`src/rtl/lsu_if.sv`:
```
// Data-memory bus between the LSU (master) and the memory (slave).
//   req/we/addr/be/wdata : request payload, held stable by the master until gnt
//   gnt                  : slave accepts the request in this cycle
//   rvalid/rdata         : load response, one cycle, after the grant cycle
interface lsu_if #(
  parameter int unsigned XLEN       = 32,
  parameter int unsigned ADDR_WIDTH = 32
);
  localparam int unsigned NB = XLEN / 8;

  logic                  req;
  logic                  we;
  logic [ADDR_WIDTH-1:0] addr;
  logic [NB-1:0]         be;
  logic [XLEN-1:0]       wdata;
  logic                  gnt;
  logic                  rvalid;
  logic [XLEN-1:0]       rdata;

  modport master (
    output req, we, addr, be, wdata,
    input  gnt, rvalid, rdata
  );

  modport slave (
    input  req, we, addr, be, wdata,
    output gnt, rvalid, rdata
  );
endinterface

```
`src/rtl/lsu.sv`:
```
// Load/store unit: accepts one operation at a time from execute, performs
// byte-lane alignment for stores and extraction/extension for loads, and
// returns a registered writeback with single-cycle fault pulses.
//   clk, rst               : clock, synchronous active-high reset
//   valid_i .. wreg_data_i : operation from execute (held while stall_o)
//   stall_o                : high while a memory transaction is in flight
//   valid_o .. illegal_o   : registered writeback and fault pulses
//   dmem                   : data-memory bus (master side)
module lsu #(
  parameter int unsigned XLEN           = 32,
  parameter int unsigned ADDR_WIDTH     = 32,
  parameter int unsigned REG_ADDR_WIDTH = 5
) (
  input  logic                      clk,
  input  logic                      rst,
  input  logic                      valid_i,
  input  logic                      wmem_en_i,
  input  logic                      rmem_en_i,
  input  logic [ADDR_WIDTH-1:0]     addr_i,
  input  logic [2:0]                funct3_i,
  input  logic [XLEN-1:0]           wdata_i,
  input  logic                      wreg_en_i,
  input  logic [REG_ADDR_WIDTH-1:0] wreg_addr_i,
  input  logic [XLEN-1:0]           wreg_data_i,
  output logic                      stall_o,
  output logic                      valid_o,
  output logic                      wreg_en_o,
  output logic [REG_ADDR_WIDTH-1:0] wreg_addr_o,
  output logic [XLEN-1:0]           wreg_data_o,
  output logic                      misalign_o,
  output logic                      illegal_o,
  lsu_if.master                     dmem
);
  localparam int unsigned NB  = XLEN / 8;
  localparam int unsigned OFF = $clog2(NB);

  typedef enum logic [1:0] {S_IDLE, S_REQ, S_WAIT, S_DONE} state_e;

  state_e                    state_q, state_d;
  logic                      valid_q, valid_d;
  logic                      misalign_q, misalign_d;
  logic                      illegal_q, illegal_d;
  logic                      wreg_en_out_q, wreg_en_out_d;
  logic [REG_ADDR_WIDTH-1:0] wreg_addr_out_q, wreg_addr_out_d;
  logic [XLEN-1:0]           wreg_data_out_q, wreg_data_out_d;
  logic                      req_we_q, req_we_d;
  logic [ADDR_WIDTH-1:0]     req_addr_q, req_addr_d;
  logic [NB-1:0]             req_be_q, req_be_d;
  logic [XLEN-1:0]           req_wdata_q, req_wdata_d;
  logic [2:0]                funct3_q, funct3_d;
  logic [OFF-1:0]            off_q, off_d;
  logic                      wreg_en_q, wreg_en_d;

  logic                      is_mem, legal, misaligned;
  logic [NB-1:0]             size_mask;
  logic [OFF-1:0]            off_in;
  logic [XLEN-1:0]           rshift, load_data;

  assign off_in = addr_i[OFF-1:0];

  // Decode of the operation currently presented; wmem_en_i wins over rmem_en_i.
  always_comb begin
    is_mem     = wmem_en_i | rmem_en_i;
    legal      = 1'b0;
    misaligned = 1'b0;
    size_mask  = '0;
    if (wmem_en_i) begin
      legal = (funct3_i <= 3'd2) || ((XLEN == 64) && (funct3_i == 3'd3));
    end else begin
      case (funct3_i)
        3'd0, 3'd1, 3'd2, 3'd4, 3'd5: legal = 1'b1;
        3'd3, 3'd6:                   legal = (XLEN == 64);
        default:                      legal = 1'b0;
      endcase
    end
    case (funct3_i[1:0])
      2'd0: begin misaligned = 1'b0;          size_mask = NB'(8'h01); end
      2'd1: begin misaligned = addr_i[0];     size_mask = NB'(8'h03); end
      2'd2: begin misaligned = |addr_i[1:0];  size_mask = NB'(8'h0F); end
      default: begin misaligned = |addr_i[2:0]; size_mask = NB'(8'hFF); end
    endcase
  end

  // Load result: shift the addressed lane down, then extend by size/sign code.
  always_comb begin
    rshift = dmem.rdata >> {off_q, 3'b000};
    case (funct3_q)
      3'd0:    load_data = XLEN'($signed(rshift[7:0]));
      3'd1:    load_data = XLEN'($signed(rshift[15:0]));
      3'd2:    load_data = XLEN'($signed(rshift[31:0]));
      3'd4:    load_data = XLEN'(rshift[7:0]);
      3'd5:    load_data = XLEN'(rshift[15:0]);
      3'd6:    load_data = XLEN'(rshift[31:0]);
      default: load_data = rshift;
    endcase
  end

  always_comb begin
    state_d         = state_q;
    valid_d         = 1'b0;
    misalign_d      = 1'b0;
    illegal_d       = 1'b0;
    wreg_en_out_d   = 1'b0;
    wreg_addr_out_d = wreg_addr_out_q;
    wreg_data_out_d = wreg_data_out_q;
    req_we_d        = req_we_q;
    req_addr_d      = req_addr_q;
    req_be_d        = req_be_q;
    req_wdata_d     = req_wdata_q;
    funct3_d        = funct3_q;
    off_d           = off_q;
    wreg_en_d       = wreg_en_q;

    case (state_q)
      S_IDLE, S_DONE: begin
        state_d = S_IDLE;
        if (valid_i) begin
          wreg_addr_out_d = wreg_addr_i;
          wreg_en_d       = wreg_en_i;
          funct3_d        = funct3_i;
          off_d           = off_in;
          if (!is_mem) begin
            valid_d         = 1'b1;
            wreg_en_out_d   = wreg_en_i;
            wreg_data_out_d = wreg_data_i;
          end else if (!legal) begin
            valid_d   = 1'b1;
            illegal_d = 1'b1;
          end else if (misaligned) begin
            valid_d    = 1'b1;
            misalign_d = 1'b1;
          end else begin
            state_d     = S_REQ;
            req_we_d    = wmem_en_i;
            req_addr_d  = {addr_i[ADDR_WIDTH-1:OFF], {OFF{1'b0}}};
            req_be_d    = size_mask << off_in;
            req_wdata_d = wdata_i << {off_in, 3'b000};
          end
        end
      end
      S_REQ: begin
        if (dmem.gnt) begin
          state_d = req_we_q ? S_DONE : S_WAIT;
          valid_d = req_we_q;
        end
      end
      S_WAIT: begin
        if (dmem.rvalid) begin
          state_d         = S_DONE;
          valid_d         = 1'b1;
          wreg_en_out_d   = wreg_en_q;
          wreg_data_out_d = load_data;
        end
      end
      default: state_d = S_IDLE;
    endcase
  end

  always_ff @(posedge clk) begin
    if (rst) begin
      state_q         <= S_IDLE;
      valid_q         <= 1'b0;
      misalign_q      <= 1'b0;
      illegal_q       <= 1'b0;
      wreg_en_out_q   <= 1'b0;
      wreg_addr_out_q <= '0;
      wreg_data_out_q <= '0;
      req_we_q        <= 1'b0;
      req_addr_q      <= '0;
      req_be_q        <= '0;
      req_wdata_q     <= '0;
      funct3_q        <= '0;
      off_q           <= '0;
      wreg_en_q       <= 1'b0;
    end else begin
      state_q         <= state_d;
      valid_q         <= valid_d;
      misalign_q      <= misalign_d;
      illegal_q       <= illegal_d;
      wreg_en_out_q   <= wreg_en_out_d;
      wreg_addr_out_q <= wreg_addr_out_d;
      wreg_data_out_q <= wreg_data_out_d;
      req_we_q        <= req_we_d;
      req_addr_q      <= req_addr_d;
      req_be_q        <= req_be_d;
      req_wdata_q     <= req_wdata_d;
      funct3_q        <= funct3_d;
      off_q           <= off_d;
      wreg_en_q       <= wreg_en_d;
    end
  end

  assign stall_o     = (state_q == S_REQ) || (state_q == S_WAIT);
  assign valid_o     = valid_q;
  assign misalign_o  = misalign_q;
  assign illegal_o   = illegal_q;
  assign wreg_en_o   = wreg_en_out_q;
  assign wreg_addr_o = wreg_addr_out_q;
  assign wreg_data_o = wreg_data_out_q;
  assign dmem.req    = (state_q == S_REQ);
  assign dmem.we     = req_we_q;
  assign dmem.addr   = req_addr_q;
  assign dmem.be     = req_be_q;
  assign dmem.wdata  = req_wdata_q;
endmodule
```
`src/flat_wrapper.sv`:
```
// flat-port wrapper written by rule: the top's interface ports become plain ports
module lsu_flat 
#(
  parameter int unsigned XLEN           = 32,
  parameter int unsigned ADDR_WIDTH     = 32,
  parameter int unsigned REG_ADDR_WIDTH = 5
)
  (clk, rst, valid_i, wmem_en_i, rmem_en_i, addr_i, funct3_i, wdata_i, wreg_en_i, wreg_addr_i, wreg_data_i, stall_o, valid_o, wreg_en_o, wreg_addr_o, wreg_data_o, misalign_o, illegal_o, dmem_req, dmem_we, dmem_addr, dmem_be, dmem_wdata, dmem_gnt, dmem_rvalid, dmem_rdata);
  lsu_if #(.XLEN(XLEN), .ADDR_WIDTH(ADDR_WIDTH)) dmem_i ();
  input  logic clk;
  input  logic rst;
  input  logic valid_i;
  input  logic wmem_en_i;
  input  logic rmem_en_i;
  input  logic [ADDR_WIDTH-1:0] addr_i;
  input  logic [2:0] funct3_i;
  input  logic [XLEN-1:0] wdata_i;
  input  logic wreg_en_i;
  input  logic [REG_ADDR_WIDTH-1:0] wreg_addr_i;
  input  logic [XLEN-1:0] wreg_data_i;
  output logic stall_o;
  output logic valid_o;
  output logic wreg_en_o;
  output logic [REG_ADDR_WIDTH-1:0] wreg_addr_o;
  output logic [XLEN-1:0] wreg_data_o;
  output logic misalign_o;
  output logic illegal_o;
  output wire logic [$bits(dmem_i.req)-1:0] dmem_req;
  output wire logic [$bits(dmem_i.we)-1:0] dmem_we;
  output wire logic [$bits(dmem_i.addr)-1:0] dmem_addr;
  output wire logic [$bits(dmem_i.be)-1:0] dmem_be;
  output wire logic [$bits(dmem_i.wdata)-1:0] dmem_wdata;
  input wire logic [$bits(dmem_i.gnt)-1:0] dmem_gnt;
  input wire logic [$bits(dmem_i.rvalid)-1:0] dmem_rvalid;
  input wire logic [$bits(dmem_i.rdata)-1:0] dmem_rdata;
  assign dmem_req = dmem_i.req;
  assign dmem_we = dmem_i.we;
  assign dmem_addr = dmem_i.addr;
  assign dmem_be = dmem_i.be;
  assign dmem_wdata = dmem_i.wdata;
  assign dmem_i.gnt = dmem_gnt;
  assign dmem_i.rvalid = dmem_rvalid;
  assign dmem_i.rdata = dmem_rdata;
  lsu #(.XLEN(XLEN), .ADDR_WIDTH(ADDR_WIDTH), .REG_ADDR_WIDTH(REG_ADDR_WIDTH)) u_core (.clk(clk), .rst(rst), .valid_i(valid_i), .wmem_en_i(wmem_en_i), .rmem_en_i(rmem_en_i), .addr_i(addr_i), .funct3_i(funct3_i), .wdata_i(wdata_i), .wreg_en_i(wreg_en_i), .wreg_addr_i(wreg_addr_i), .wreg_data_i(wreg_data_i), .stall_o(stall_o), .valid_o(valid_o), .wreg_en_o(wreg_en_o), .wreg_addr_o(wreg_addr_o), .wreg_data_o(wreg_data_o), .misalign_o(misalign_o), .illegal_o(illegal_o), .dmem(dmem_i));
endmodule
```
`config.mk`:
```
export PLATFORM = sky130hd
export DESIGN_NAME = lsu_flat
export DESIGN_NICKNAME = d
export VERILOG_FILES = /design/src/rtl/lsu_if.sv /design/src/rtl/lsu.sv /design/src/flat_wrapper.sv
export SDC_FILE = /design/constraint.sdc
export NUM_CORES = 1
export LEC_CHECK = 0
export ABC_AREA = 1
export CAP_MARGIN = 20
export CORE_MARGIN = 10
export CORE_UTILIZATION = 59
export DETAILED_ROUTE_END_ITERATION = 8
export DONT_BUFFER_PORTS = 1
export GPL_ROUTABILITY_DRIVEN = 0
export MAX_ROUTING_LAYER = met4
export PLACE_DENSITY_LB_ADDON = 0.15
export SKIP_LAST_GASP = 1
export SLEW_MARGIN = 10
export SYNTH_ARGS = -nofsm -noshare
export SYNTH_HDL_FRONTEND = slang
export SYNTH_SLANG_ARGS = --single-unit
export TNS_END_PERCENT = 50
```
`constraint.sdc`:
```
create_clock -name clk -period 5.76 [get_ports clk]
set_clock_uncertainty 0.2 [all_clocks]
set_input_delay 1.44 -clock clk [delete_from_list [all_inputs] [get_ports clk]]
set_output_delay 1.44 -clock clk [all_outputs]
set_load 0.005 [all_outputs]
```
# After elaboration in Yosys (flattened, before gate mapping)
# Cells that the tools add are included.
# word_totals
out_inout_bits	112
input_bits	144
reg_bits	116
# classes
shifts	3
eq_ne	16
n_reduce_logical	16
order_cmp	1
muxes	29
bitwise_logic	6
# op_table
op	n
$pmux W32 S4	1
$mux W32	3
$pmux W32 S2	1
$shl A32 B5 Y32	1
$shr A32 B5 Y32	1
$mux W1	14
$eq A3 B3 Y1 const B	4
$mux W2	5
$reduce_or A5 Y1	2
$pmux W4 S2	1
$eq A2 B2 Y1 const B	3
$eq A3 B1 Y1 const B	2
$logic_not A3 Y1	2
$ne A2 B2 Y1 const B	3
$pmux W1 S3	2
$pmux W2 S3	1
$not A1 Y1	5
$reduce_and A5 Y1	1
$eq A2 B1 Y1 const B	2
$logic_not A2 Y1	2
$reduce_and A2 Y1	2
$reduce_and A4 Y1	1
$reduce_or A2 Y1	2
$reduce_or A4 Y1	1
9 further kinds	9

# Depth between registers and ports, before layout
# logic_depth
word_depth	8
mapped_depth	11
depth_no_buf	9

# Least setup slack after synthesis
# Ideal clock, no wire load.
# synth_timing
path_kind	in2reg
start	in addr_i[0]
end	reg u_core.req_we_q, in the netlist u_core.dmem.we
path_slack_ps	2998
arrival_time_ps	2429
setup_ps	132
n_path_buf	3
path_stages	11
path_cell_list	buf_4 > inv_2 > nand2_1 > nand2_1 > nand2_1 > nor2_4 > nand3_4 > buf_6 > buf_4 > nand2_1 > a21oi_1
# synth_via
elab_chain_cells	4
word_cells_on_any_way	5
# synth_rtl
element	line	source
from (decl)	flat_wrapper.sv:15	input logic [ADDR_WIDTH-1:0] addr_i;
$reduce_or A3 Y1 or $reduce_or A2 Y1 (tied branches)	lsu.sv:80, lsu.sv:79	
$pmux W1 S3 (*)	lsu.sv:76	case (funct3_i[1:0])
$not A1 Y1 (no line) (*)	-	
$reduce_and A5 Y1 (no line) (*)	-	
to (signal assigned)	lsu.sv:183	req_we_q <= req_we_d;
to (decl)	lsu.sv:46	logic req_we_q, req_we_d;
# Every way passes the cells marked *; elsewhere a longest branch is shown, timed or not.
# A chain may end at the register's enable or synchronous reset.

# Final worst setup path
# layout_timing
start	reg u_core.off_q[0]
end	reg u_core.wreg_data_out_q[15], in the netlist u_core.wreg_data_o[15]
# layout_via
elab_chain_cells	4
# layout_rtl
element	line	source
from (decl)	lsu.sv:51	logic [OFF-1:0] off_q, off_d;
from (signal assigned)	lsu.sv:173	off_q <= '0;
from (signal assigned)	lsu.sv:188	off_q <= off_d;
$shr A32 B5 Y32	lsu.sv:86	rshift = dmem.rdata >> {off_q, 3'b000};
$pmux W32 S4	lsu.sv:87	case (funct3_q)
$mux W32	lsu.sv:148	if (dmem.rvalid) begin
$pmux W32 S2	lsu.sv:114	case (state_q)
to (signal assigned)	lsu.sv:182	wreg_data_out_q <= wreg_data_out_d;
to (decl)	lsu.sv:45	logic [XLEN-1:0] wreg_data_out_q, wreg_data_out_d;
# Every way passes these cells. The select of a mux whose other input is x is not followed.

==> reports/summary.md <==
In the final timing run, aggregate negative setup slack is 0 ns. The number of cells on the worst reg-to-reg path is 7. The longest clock path from root to sink contains 2 buffers. Part of the cycle the worst path needs: 54.7%. Following the worst setup path forward leads to its endpoint at u_core.wreg_data_o[15].

The top fanout value on the critical path was 33; the total via count after detailed routing was 5736. The logs give 0 for the initial antenna violation count and 2.54 nW for the leakage power figure. The critical path goes through inv_1 > nand2_1 > nand3_1 > nand3_2 > nand2_1 > o21ai_0 > a21oi_1. The reg-to-reg startpoint is u_core.off_q[0].

The cell that appears most often on the critical path is nand2_1. For the number of optimization iterations in the first detailed-route pass, the log shows 6. Cell row count: 36. Synthesis instantiated 29 different standard cells from the library. TritonCTS built the clock tree. The global routing stage identified its most utilized layer as met2. Sequential elements use 40.2% of the synthesized area.

The worst setup path category was reg -> reg. The run gives 0 as the number of setup violations in the final report. The final period demand of the worst path was 3.15 ns. Setup slack on the worst reg-to-reg path comes out at 2.61 ns.

In this run the tool buffered the top-level ports with 0 buffer cells. For the core footprint, the log shows 0.00964 mm^2. Yosys printed 0 warnings.

IR analysis of the VDD net gives a maximum drop of 231 uV. In the layout the commonest cells are 256 x nand2_1, 116 x a21oi_1, 116 x dfxtp_1, 93 x o21ai_0, 57 x nor2_1. The run finished with clean final reports.

The average wire length per cell after detail routing is 19.9 um, and the initial DRC count is 774. The synthesized netlist occupies a cell area of 0.00577 mm^2. The number of buffers inserted for hold repair after clock tree synthesis is 0, and the post-synthesis area per instance is 6.71 um^2. The met3 usage in global routing was 11.6%; the initial standard-cell utilization of the core was 59.9%. Static timing analysis puts the maximum clock frequency at 318 MHz.

Counting every sink on the clock net gives 116. The synthesized design spends more area on one cell type than any other, namely dfxtp_1. The horizontal die dimension was 119 um; the via-per-instance ratio was 5.94. Data on the critical path is required at its endpoint by 5.95 ns. The number of nets with antenna violations after detailed routing is 0, and the met2 layer usage reported by global route is 38.8%. The run gives 38.0% as the worst max-slew margin expressed relative to the limit. For the HPWL reported at the end of detailed placement, the log shows 13.7 mm.

Delay of the slowest critical-path stage: 0.87 ns. At the end of the flow, the number of nets in the layout was 965. In this run the worst setup path begins at u_core.off_q[0].

The share of layout cells above drive strength 1 works out to 6.37%. In the routed design, unresolved DRC markers number 0. The die height was 119 um; the arrival time at the worst endpoint was 3.33 ns.

The run gives 29.1 mm as the first-pass GRT wire length. The slowest stage of the critical path belongs to the cell dfxtp_1. Clock-pin slew was measured on the worst setup and hold paths at 0.06 ns.

CTS built an H-tree with a depth of 4. STA classifies the critical path endpoint as a flop. The tools report the via count of the first global-routing pass as 5141.

After synthesis the netlist holds a flip-flop and latch count of 116. 0 antenna diodes ended up in the layout. The run gives 0 as the number of endpoints with negative hold slack in the final report. Summing internal, switching and leakage power gives 2.39 mW. The logs give 17 for the number of buffers created by CTS and 0 for the number of post-CTS setup repair buffers.

Cells fill 65.4% of the core in the end. The total overflow reported by the global router is 0, and the number of slew-limit violations in the final report is 0. The worst setup path is launched from a flop. The class of the worst hold path was reg -> reg. Clock latency on the worst-skew pair, taken at its later pin, is 0.51 ns.

For this run, global-route usage on met1 was measured as 31.5%. The count of instances resized after the clock tree is built is 0, and the overall track demand over capacity in global routing is 26.5%. The tool flagged a number of max-cap violations equal to 0. The root cell of the clock tree is clkbuf_8. The top cell type by area accounts for 40.2% of the synthesized area. The capture point of the worst reg-to-reg path was u_core.wreg_data_o[15].

Setup repair after global routing left no endpoint under its margin. The area enclosed by the die boundary came out at 0.0141 mm^2. By area the synthesized netlist is led by dfxtp_1 40%, nand2_1 17%, a21oi_1 10%. Entering global routing, the biggest net connects 76 pins.

The slew of the pin with the lowest slew margin works out to 0.930 ns. Dividing total power by cell area gives a power density of 379 mW/mm^2. The top-level I/O count came out at 256. Leaving out fill and tap cells, the most frequent cell in the layout is nand2_1. The total detailed-routing wirelength was 19.2 mm; the post-synthesis instance total was 860.

From synthesis to final layout, the design area changed by 9.21%.
-- report_power, final --
group	total, mW	internal, mW	switching, mW	leakage, nW
logic	0.260	0.0836	0.176	1.26
clock network	1.22	0.845	0.376	0.332
registers	0.910	0.858	0.0521	0.947
-- critical path: cells and delay by family, from the launching register on --
family / cells / cell delay, ns
DFF: 1 / 0.87
buffers and inverters: 1 / 0.68
and+or+nand+nor: 4 / 0.89
AOI/OAI and AO/OA: 2 / 0.36
-- kinds of logic (layout without fill, tap and decap cells) --
logic type      count (synthesis)  after routing  share of synthesized area (%)
simple gates                  393            393                           28.2
compound gates                238            238                           22.0
flops                         116            116                           40.2
buf+inv                       110             81                           9.06
fa+ha+maj                       2              2                          0.433
other cells                     1              2                         0.0650
-- through the flow --
stage	hold WS, ns	worst slack (ns)	instances	cell area [um^2]
6_report	0.266	2.61	965	6300
5_1_grt	0.292	2.36	965	6300
4_1_cts	0.270	2.66	965	6300
3_5_place_dp	0.260	2.17	933	5620
3_3_place_gp	0.247	2.32	933	5620
2_1_floorplan	0.245	3.00	861	5780
-- how the worst min path moves through the flow --
stage	startpoint	to	depth (start not counted)
after floorplan	u_core.wreg_en_q	u_core.wreg_en_q	2
after global placement	u_core.wreg_en_q	u_core.wreg_en_q	2
after detailed placement	u_core.wreg_en_q	u_core.wreg_en_q	2
after CTS	u_core.wreg_en_q	u_core.wreg_en_q	2
after global routing	u_core.wreg_en_q	u_core.wreg_en_q	2
final	u_core.wreg_en_q	u_core.wreg_en_q	2
-- registers in the layout, summed over array words and instances (netlist names), 2 cells and up --
signal              flops
u_core.dmem.addr       30
u_core.dmem.be          4
u_core.dmem.wdata      32
u_core.funct3_q         3
u_core.off_q            2
u_core.state_q          2
u_core.wreg_addr_o      5
u_core.wreg_data_o     32
-- synth_stat cells --
library cell  count
a21oi_1         116
a21oi_4           1
a22oi_1           1
a31oi_1           9
buf_1             4
buf_2             9
buf_4             8
buf_6             9
clkbuf_1         34
clkbuf_2          1
conb_1            1
dfxtp_1         116
ha_1              2
inv_1            41
inv_2             4
nand2_1         256
nand3_1          45
nand3_2           2
nand3_4           1
nand4_1          10
nor2_1           57
nor2_2            1
nor2_4            1
nor3_1           12
o21ai_0          93
o21ai_1           1
o21bai_1          8
o22a_1            9
or2_2             8
-- metal layers --
layer,wire [um],share of wire [%],up-vias
li1,-,-,2757
met1,7360,38,2566
met2,8570,45,362
met3,2690,14,51
met4,607,3.2,0
met5,0,0,-
-- cell type report --
class                   count  area, um^2
multi-input cells         635        2930
fillers                   927        3340
clock inverters            13         254
clock buffers              19         432
repair buffers              4        30.0
flip-flops and latches    116        2320
well taps                 133         166
inverters                  45         169
Power figures use the tool's default switching activity.
